### src/rtl/operand_bank.sv
// Register bank feeding the byte selector: one write and two registered reads per cycle.
// Define OPERAND_BANK_BYPASS_EN to forward same-cycle write data to matching read ports.
module operand_bank #(
   parameter int unsigned NUM_REGS = 8,
   localparam int unsigned ADDR_W = $clog2(NUM_REGS)
) (
   input  logic              clk,
   input  logic              rst,
   input  logic              rd_en,
   input  logic [ADDR_W-1:0] ra_x,
   input  logic [ADDR_W-1:0] ra_y,
   input  logic              sel_in,
   input  logic              wr_en,
   input  logic [ADDR_W-1:0] wa,
   input  logic [7:0]        wd,
   output logic [7:0]        x,
   output logic [7:0]        y,
   output logic              sel,
   output logic              valid
);

   logic [7:0] mem_q [NUM_REGS];

   logic [7:0] x_q, x_d;
   logic [7:0] y_q, y_d;
   logic       sel_q, sel_d;
   logic       valid_q, valid_d;

   logic [7:0] rdata_x, rdata_y;

   always_ff @(posedge clk) begin
      if (rst) begin
         for (int i = 0; i < NUM_REGS; i++) begin
            mem_q[i] <= 8'h00;
         end
      end else if (wr_en) begin
         mem_q[wa] <= wd;
      end
   end

`ifdef OPERAND_BANK_BYPASS_EN
   // Each port independently picks up the byte being written this cycle.
   always_comb begin
      rdata_x = mem_q[ra_x];
      rdata_y = mem_q[ra_y];
      if (wr_en && (wa == ra_x)) begin
         rdata_x = wd;
      end
      if (wr_en && (wa == ra_y)) begin
         rdata_y = wd;
      end
   end
`else
   always_comb begin
      rdata_x = mem_q[ra_x];
      rdata_y = mem_q[ra_y];
   end
`endif

   always_comb begin
      x_d     = x_q;
      y_d     = y_q;
      sel_d   = sel_q;
      valid_d = 1'b0;
      if (rd_en) begin
         x_d     = rdata_x;
         y_d     = rdata_y;
         sel_d   = sel_in;
         valid_d = 1'b1;
      end
   end

   always_ff @(posedge clk) begin
      if (rst) begin
         x_q     <= 8'h00;
         y_q     <= 8'h00;
         sel_q   <= 1'b0;
         valid_q <= 1'b0;
      end else begin
         x_q     <= x_d;
         y_q     <= y_d;
         sel_q   <= sel_d;
         valid_q <= valid_d;
      end
   end

   assign x     = x_q;
   assign y     = y_q;
   assign sel   = sel_q;
   assign valid = valid_q;

endmodule

### config.mk
export PLATFORM = sky130hd
export DESIGN_NAME = operand_bank
export DESIGN_NICKNAME = d
export VERILOG_FILES = /design/src/rtl/operand_bank.sv
export SDC_FILE = /design/constraint.sdc
export NUM_CORES = 1
export LEC_CHECK = 0
export BUFFER_PORTS_ARGS = -buffer_cell sky130_fd_sc_hd__buf_2
export CORE_MARGIN = 1
export CORE_UTILIZATION = 50
export CTS_CLUSTER_SIZE = 40
export DETAILED_ROUTE_END_ITERATION = 16
export GPL_TIMING_DRIVEN = 0
export PLACE_DENSITY_LB_ADDON = 0.08
export SYNTH_ARGS = -nofsm -noshare
export SYNTH_HDL_FRONTEND = slang
export SYNTH_SLANG_ARGS = --single-unit
### constraint.sdc
create_clock -name clk -period 1.6 [get_ports clk]
set_clock_uncertainty 0.05 [all_clocks]
set_input_delay 0.16 -clock clk [delete_from_list [all_inputs] [get_ports clk]]
set_output_delay 0.16 -clock clk [all_outputs]
set_load 0.01 [all_outputs]
==> results of run 1 <==
-- worst min-delay path by stage --
| stage | startpoint | to | slack, ns | depth (start not counted) |
|---|---|---|---|---|
| finish | rst | valid | 0.03 | 2 |
| detailed placement | sel_in | sel | 0.36 | 3 |
| floorplan | sel_in | sel | 0.26 | 2 |
| global route | rst | valid | 0.04 | 2 |
| CTS | rst | valid | 0.02 | 2 |
| global placement | sel_in | sel | 0.35 | 3 |
-- flip-flops by register name, indices dropped and copies added (netlist names) --
register and count:
y 8, x 8, valid 1, sel 1, mem_q 64
-- cells by family (layout without fill, tap and decap cells) --
family / Yosys count / after routing / synth area share
AOI/OAI and AO/OA: 48 / 48 / 0.09806
buffers and inverters: 18 / 71 / 0.04065
DFF: 82 / 82 / 0.5453
muxes: 65 / 65 / 0.1650
and+or+nand+nor: 111 / 111 / 0.1510
-- timing repair --
| action | CTS | global route |
|---|---|---|
| endpoints found under the setup margin | 32 | 32 |
| cloned | 0 | 0 |
| hold endpoints to repair | 1 | 0 |
| hold buffers | 1 | 0 |
| resized for setup | 2 | 5 |
-- cell usage in the layout, fill, tap and decap left out, drive strengths merged, types with 2 or more instances in the layout --
cell,n
a22oi,3
nor3,2
edfxtp,64
or2,8
dfxtp,18
a211oi,16
o221ai,3
and2,64
nand2,3
mux2i,33
nand2b,4
nor2,25
o22ai,13
buf,48
clkinv,2
nor2b,2
mux2,32
clkbuf,17
a221o,13
-- worst reg2reg max path, delay by kind of cell (launching register included) --
kind	cells	cell delay, ns
flops	1	0.41
compound gates	3	0.61
mux	1	0.28
-- power by group through the flow --
| stage | Clock (mW) | Combinational [mW] | Sequential (mW) |
|---|---|---|---|
| floorplan | 0 | 0.403 | 2.55 |
| global placement | 0 | 0.631 | 2.54 |
| detailed placement | 0 | 0.635 | 2.55 |
| CTS | 1.33 | 0.641 | 2.50 |
| global route | 1.43 | 0.697 | 2.52 |
| finish | 1.33 | 0.645 | 2.50 |
-- layer usage --
metal,share of wire,vias to the layer above
met1,0.44,1380
li1,-,1304
met4,0.024,0
met3,0.042,18
met5,0,-
met2,0.50,83
-- final cells by class --
class	count	area (um^2)
timing repair buffer	37	190.2
buffer	18	170.2
clock inverter	3	16.27
clock buffer	13	148.9
fill	705	3475
tap	105	131.4
sequential	82	2282
multi-input combinational	224	1762
==> flow_summary.yaml, run 1 <==
synthesis:
  async_flop_share: 0
  syn_inst: 324
  yosys_register_bits: 82
  yosysSeqAreaShare: 0.5453
  yosys.area.top_type: "edfxtp_1"
  syn_nets: 346
  netlist_area_um2: 4185
  synth.avg_cell_area_um2: 12.92
  synth.area.top_cells: "edfxtp_1 (46%), and2_1 (9.6%), dfxtp_1 (8.6%)"
  synth_flop_cell: "edfxtp_1"
  yosysUniqueCellTypes: 31
  synth_common_cells: "and2_1 (64), edfxtp_1 (64), mux2i_1 (33)"
  synth_warnings: 0
  synth_top_area_frac: 0.4592
  synth_edf_count: 64
setup_path:
  critPathSlowestCell: "or3b_2"
  cp-end-kind: "register"
  regToRegSetupSlack_ns: 0.12
  path_cells: "buf_4 > or3b_2 > nor2_2 > or2_2"
  worst_path_largest_cell_delay_ns: 0.55
  cp_num_buf_inv: 1
  r2r_start: "mem_q[6][4]"
  crit-reg2reg-capture: "x[4]"
  cp.depth: 4
  cp.arrival_ns: 1.53
  startpoint_type: "input port"
  reg2reg_depth: 4
  worst-setup-path-type: "input port to register"
  worstPathMaxFanout: 10
  crit_path_end: "mem_q[1][1]"
  cp.required_ns: 1.59
  crit_family: "simple AND/OR/NAND/NOR gates"
  critPathLaunch: "rst"
power_and_ir_drop:
  power_mw: 4.477
  pwr-share-clk: 0.297
  p_leak_nw: 1.815
  switching_share: 0.2566
  p_comb_frac: 0.144
  power.switching_mw: 1.149
  powerDensity_nw_per_um2: 952.3
  p_seq_frac: 0.559
  p_int_mw: 3.328
  peakVddDrop_mv: 0.4511
detailed_routing:
  drtPass1Iterations: 5
  drtIter0Drc: 142
  route.detailed.drc: 0
  wl_per_cell_um: 20.45
  via_per_inst: 5.778
  finalWirelength_um: 9859
  vias: 2785
  ant_nets: 0
grt:
  antenna_found_initial: 0
  grt_usage: 0.2462
  grt_pass1_wl_um: 15080
  grt_use_met2: 0.4173
  grt_pass1_vias: 2784
  met3_usage: 0.03252
  grt_start_max_net_pins: 14
  grt_overflow: 0
  grt.busiest_layer: "met2"
  grtUsageMet1: 0.3127
final_layout:
  antenna_cells: 0
  nets: 394
  syn2layout_area_growth_pct: 12.32
  final_cells: 482
  drive_gt1_frac: 0.3077
  postLayoutCoreUtil: 0.5750
  stdcell_area_um2: 4701
clock_network:
  root_buffer: "clkbuf_8"
  clock_latency_ns: 0.35
  clockBufferDepth: 2
  clk_pin_slew_ns: 0.07
  numClockSinks: 82
  cts_setup_buffers: 0
  cts_buffers: 9
  cts_tree: "done"
  htree_levels: 3
worst_hold_path:
  min_path_type: "input port to register"
placed_design:
  post-place-ws_ns: -0.4311
  dpl.hpwl_um: 7018
  placed_area_um2: 4499
  placed_cells: 465
  gp_congestion: 0.8569
  port_buffers: 36
timing:
  rsz0062_at_grt: "yes"
  finalHoldViolCount: 0
  setup_viol_count_final: 0
  max_freq_ghz: 0.6471
  holdWs_ns: 0.03340
  layout_setup_ws_ns: 0.05463
  tightest_slew_ns: 0.6960
  report.final.slew_viol_count: 0
  tns_ns: 0
  maxSlewHeadroom: 0.5343
  period_needed_ns: 1.545
  fin_crit_sh: 0.9659
floorplanning:
  io_pins: 40
  initial_core_util: 0.5119
  die_w_um: 93.49
  dieHeight_um: 93.49
  dieArea_um2: 8740
  core_area_um2: 8175
  row_count: 33
outcome:
  status: "complete, no violations"
flow_run:
  maxCapViolCount: 0
Note: power is estimated with default switching activity, not from simulation.
==> run 2, diff against run 1 <==
--- a/config.mk
+++ b/config.mk
@@ -6,11 +6,12 @@
 export NUM_CORES = 1
 export LEC_CHECK = 0
 export BUFFER_PORTS_ARGS = -buffer_cell sky130_fd_sc_hd__buf_2
-export CORE_MARGIN = 1
+export CORE_MARGIN = 5
 export CORE_UTILIZATION = 50
 export CTS_CLUSTER_SIZE = 40
 export DETAILED_ROUTE_END_ITERATION = 16
 export GPL_TIMING_DRIVEN = 0
+export MAX_ROUTING_LAYER = met4
 export PLACE_DENSITY_LB_ADDON = 0.08
 export SYNTH_ARGS = -nofsm -noshare
 export SYNTH_HDL_FRONTEND = slang
==> run 2 against run 1 <==
Global-route usage decreased by 3.3 points. Die area grew 18%. Largest power group unchanged. Power increased by 6.3%. Largest cell class unchanged. Wire length is 3.7% higher. Non-clock buffer count fell by 1. Maximum frequency down 0.83%. Sequential cell count did not move. Hold slack lost 0.025 ns. Worst setup slack lost 0.013 ns. Design area rose by 0.69%. Highest routed layer unchanged.
==> flow_summary.yaml, run 2 (same netlist as run 1, synthesis figures left out) <==
setup_path:
  worst_path_largest_cell_delay_ns: 0.59
  cp.arrival_ns: 1.55
  cp-end-kind: "register"
  path_cells: "buf_4 > nand3b_1 > nor2_1 > or2_2"
  crit_path_end: "mem_q[7][1]"
  startpoint_type: "input port"
  r2r_start: "mem_q[7][4]"
  critPathSlowestCell: "nor2_1"
  regToRegSetupSlack_ns: 0.19
  worst-setup-path-type: "input port to register"
  crit-reg2reg-capture: "x[4]"
  critPathLaunch: "rst"
  reg2reg_depth: 4
  worstPathMaxFanout: 10
  cp.required_ns: 1.59
timing:
  finalHoldViolCount: 0
  report.final.slew_viol_count: 0
  max_freq_ghz: 0.6418
  rsz0062_at_grt: "yes"
  holdWs_ns: 0.008587
  tns_ns: 0
  maxSlewHeadroom: 0.5262
  fin_crit_sh: 0.9739
  tightest_slew_ns: 0.7081
  setup_viol_count_final: 0
  layout_setup_ws_ns: 0.04176
  period_needed_ns: 1.558
detailed_routing:
  vias: 2725
  route.detailed.drc: 0
  via_per_inst: 5.665
  drtIter0Drc: 125
  drtPass1Iterations: 4
  finalWirelength_um: 10230
  wl_per_cell_um: 21.26
  ant_nets: 0
placed_design:
  placed_cells: 465
  port_buffers: 36
  post-place-ws_ns: -0.4746
  gp_congestion: 0.8670
  dpl.hpwl_um: 7358
floorplanning:
  die_w_um: 101.5
  dieHeight_um: 101.5
  row_count: 33
  io_pins: 40
  dieArea_um2: 10300
  core_area_um2: 8175
  initial_core_util: 0.5119
grt:
  grt_usage: 0.2133
  grt_start_max_net_pins: 14
  antenna_found_initial: 0
  grt_pass1_vias: 2805
  grt_overflow: 0
  grt_pass1_wl_um: 15510
clock_network:
  clk_pin_slew_ns: 0.08
  root_buffer: "clkbuf_8"
  numClockSinks: 82
  cts_setup_buffers: 0
  htree_levels: 3
  clock_latency_ns: 0.36
  cts_buffers: 9
  clockBufferDepth: 2
  cts_tree: "done"
final_layout:
  regArea_um2: 2282
  syn2layout_area_growth_pct: 13.09
  final_cells: 481
  top_register: "mem_q"
  fill_cells: 671
  layout_common_cells: "and2_1 (64), edfxtp_1 (64), buf_2 (37)"
  multi_input_area_um2: 1757
  drive_gt1_frac: 0.3085
  largest_reg_flops: 64
  nets: 393
  postLayoutCoreUtil: 0.5790
  antenna_cells: 0
worst_hold_path:
  min_path_type: "input port to register"
outcome:
  status: "complete, no violations"
power_and_ir_drop:
  powerDensity_nw_per_um2: 1005
  peakVddDrop_mv: 0.4369
  p_leak_nw: 1.835
flow_run:
  maxCapViolCount: 0
-- run 2: cell count changes in the layout (fill, tap and decap cells not counted) --
cell and change:
bufinv_16 +1, clkbuf_1 -2, clkbuf_16 +1, dlygate4sd3_1 -1
nor2_1 +2, nor2_2 -2
-- run 2: layout make-up --
class	count	share of cell area
multi-input combinational	224	0.3711
sequential	82	0.4822
timing repair buffer	36	0.03807
clock buffer	12	0.03516
tap	105	0.02776
buffer	18	0.03595
clock inverter	4	0.009781
-- run 2: repair_timing --
| action | 4_1_cts | 5_1_grt |
|---|---|---|
| endpoints found under the setup margin | 32 | 32 |
| hold buffers | 0 | 0 |
| resized for setup | 2 | 3 |
-- run 2: worst min path at each step --
stage / start / endpoint / slack, ns / depth (start not counted)
after floorplan: sel_in / sel / 0.26 / 2
after global placement: sel_in / sel / 0.35 / 3
after detailed placement: sel_in / sel / 0.38 / 3
after CTS: sel_in / sel / 0.007 / 3
after global routing: sel_in / sel / 0.02 / 3
final: sel_in / sel / 0.009 / 3
-- run 2: report_power, final --
group / leakage [nW] / internal, mW / switching [mW]
sequential: 0.763 / 2.44 / 0.0689
clock: 0.112 / 0.855 / 0.753
combinational: 0.960 / 0.286 / 0.359
-- run 2: metrics by stage --
step                total power [mW]  area (um^2)
finish                         4.757         4733
global route                   4.916         4733
CTS                            4.768         4720
detailed placement             3.191         4499
global placement               3.173         4499
floorplan                      2.953         4188
-- run 2: metal layers --
layer  wire length [um]  track usage  part of all wire
met3                534      0.02686             0.052
met5                  0            -                 0
met2               4972       0.3335              0.49
met4                293       0.1033             0.029
met1               4425       0.2751              0.43
-- run 2: worst max-delay path, delay by kind of cell --
kind                   cells  cell delay [ns]
and+or+nand+nor            3             1.22
buffers and inverters      1             0.16
==> run 3, diff against run 2 <==
--- a/config.mk
+++ b/config.mk
@@ -11,6 +11,7 @@
 export CTS_CLUSTER_SIZE = 40
 export DETAILED_ROUTE_END_ITERATION = 16
 export GPL_TIMING_DRIVEN = 0
+export HOLD_SLACK_MARGIN = 0.08
 export MAX_ROUTING_LAYER = met4
 export PLACE_DENSITY_LB_ADDON = 0.08
 export SYNTH_ARGS = -nofsm -noshare
==> constraint.sdc (replaced) <==
create_clock -name clk -period 1.6 [get_ports clk]
set_clock_uncertainty 0.05 [all_clocks]
set_input_delay 0.16 -clock clk [delete_from_list [all_inputs] [get_ports clk]]
set_output_delay 0.16 -clock clk [all_outputs]
set_load 0.1 [all_outputs]
==> run 3 against run 2 <==
Critical path depth unchanged. Combinational power up 41%. Die area unchanged. Sequential share of layout area down 0.30 points. Worst setup slack worse by 0.020 ns. Highest routed layer unchanged.
==> flow_summary.yaml, run 3 (same netlist as run 1, synthesis figures left out) <==
detailed_routing:
  via_per_inst: 5.647
  ant_nets: 0
  drtPass1Iterations: 4
  vias: 2733
  wl_per_cell_um: 21.18
  drtIter0Drc: 119
  finalWirelength_um: 10250
  route.detailed.drc: 0
setup_path:
  worst_path_largest_cell_delay_ns: 0.60
  crit-reg2reg-capture: "y[7]"
  regToRegSetupSlack_ns: 0.19
  cp.arrival_ns: 1.56
  path_cells: "buf_4 > nand3b_1 > nor2_1 > or2_2"
  worstPathMaxFanout: 10
  critPathLaunch: "rst"
  startpoint_type: "input port"
  cp-end-kind: "register"
  worst-setup-path-type: "input port to register"
  crit_family: "simple AND/OR/NAND/NOR gates"
  critPathSlowestCell: "nor2_1"
  crit_path_end: "mem_q[6][5]"
  r2r_start: "mem_q[6][7]"
  cp.depth: 4
  cp.required_ns: 1.58
  reg2reg_depth: 4
  cp_num_buf_inv: 1
floorplanning:
  dieHeight_um: 101.5
  die_w_um: 101.5
  io_pins: 40
  row_count: 33
  initial_core_util: 0.5119
  dieArea_um2: 10300
  core_area_um2: 8175
clock_network:
  cts_setup_buffers: 0
  clockBufferDepth: 2
  htree_levels: 3
  cts_buffers: 9
  root_buffer: "clkbuf_8"
  clock_latency_ns: 0.35
  numClockSinks: 82
  clk_pin_slew_ns: 0.08
  cts_tree: "done"
grt:
  grt_start_max_net_pins: 14
  grt_use_met2: 0.3320
  grtUsageMet1: 0.2787
  antenna_found_initial: 0
  grt_pass1_wl_um: 15580
  met3_usage: 0.02686
  grt_overflow: 0
  grt.busiest_layer: "met2"
  grt_pass1_vias: 2810
  grt_usage: 0.2140
final_layout:
  largest_reg_flops: 64
  final_cells: 484
  antenna_cells: 0
  stdcell_area_um2: 4763
  fill_cells: 668
  top_register: "mem_q"
  layout_common_cells: "and2_1 (64), edfxtp_1 (64), buf_2 (37)"
  drive_gt1_frac: 0.3061
  syn2layout_area_growth_pct: 13.81
  nets: 396
timing:
  fin_crit_sh: 0.9864
  max_freq_ghz: 0.6336
  setup_viol_count_final: 0
  maxSlewHeadroom: 0.5256
  report.final.slew_viol_count: 0
  layout_setup_ws_ns: 0.02175
  tightest_slew_ns: 0.7090
  tns_ns: 0
  finalHoldViolCount: 0
  period_needed_ns: 1.578
  rsz0062_at_grt: "yes"
power_and_ir_drop:
  peakVddDrop_mv: 0.4516
  powerDensity_nw_per_um2: 1054
  p_leak_nw: 1.848
worst_hold_path:
  min_path_type: "input port to register"
placed_design:
  placed_cells: 465
  port_buffers: 36
  post-place-ws_ns: -0.4746
  placed_area_um2: 4499
  gp_congestion: 0.8670
  dpl.hpwl_um: 7358
outcome:
  status: "complete, no violations"
flow_run:
  maxCapViolCount: 0
[run 3: cell types whose count changed in the layout (fill, tap and decap cells not counted)]
cell           delta
dlygate4sd3_1     +3
[run 3: how the worst min path moves through the flow]
| stage | startpoint | endpoint | slack [ns] | depth (start not counted) |
|---|---|---|---|---|
| after floorplan | sel_in | sel | 0.26 | 2 |
| after global placement | sel_in | sel | 0.35 | 3 |
| after detailed placement | sel_in | sel | 0.38 | 3 |
| after CTS | wd[6] | mem_q[1][6] | 0.13 | 2 |
| after global routing | wd[5] | mem_q[0][5] | 0.16 | 2 |
| final | wd[6] | mem_q[1][6] | 0.14 | 2 |
[run 3: worst register-to-register path, delay by kind of cell (launching register included)]
kind,cells,cell delay (ns)
compound gates,3,0.58
flops,1,0.38
mux,1,0.27
[run 3: metal layers]
layer  part of all wire  up-vias
met4              0.035        0
met5                  0        -
met2               0.48       70
met1               0.45     1327
li1                   -     1312
met3              0.041       24
[run 3: area by class of cell]
class / instances / area (um^2) / area share
plain buffers: 18 / 170.2 / 0.03572
well taps: 105 / 131.4 / 0.02758
flip-flops and latches: 82 / 2282 / 0.4791
multi-input cells: 224 / 1757 / 0.3688
clock inverters: 4 / 46.29 / 0.009719
repair buffers: 39 / 210.2 / 0.04413
clock buffers: 12 / 166.4 / 0.03494
[run 3: power by group]
part           total, mW  switching [mW]  internal [mW]
registers           2.50          0.0697           2.44
clock network       1.61           0.752          0.856
logic              0.908           0.617          0.291
total               5.02            1.44           3.58
[run 3: repair_timing]
item                       CTS  global route
setup endpoints to repair   32            32
gates resized for setup      2             3
hold endpoints to repair     6             0
hold buffers                 3             0
[run 3: through the flow]
step	power (mW)	hold slack (ns)	util
floorplan	3.208	0.2572	-
global placement	3.428	0.3488	0.5504
detailed placement	3.447	0.3761	0.5504
CTS	5.030	0.1287	0.5810
global route	5.181	0.1562	0.5826
finish	5.021	0.1424	0.5826
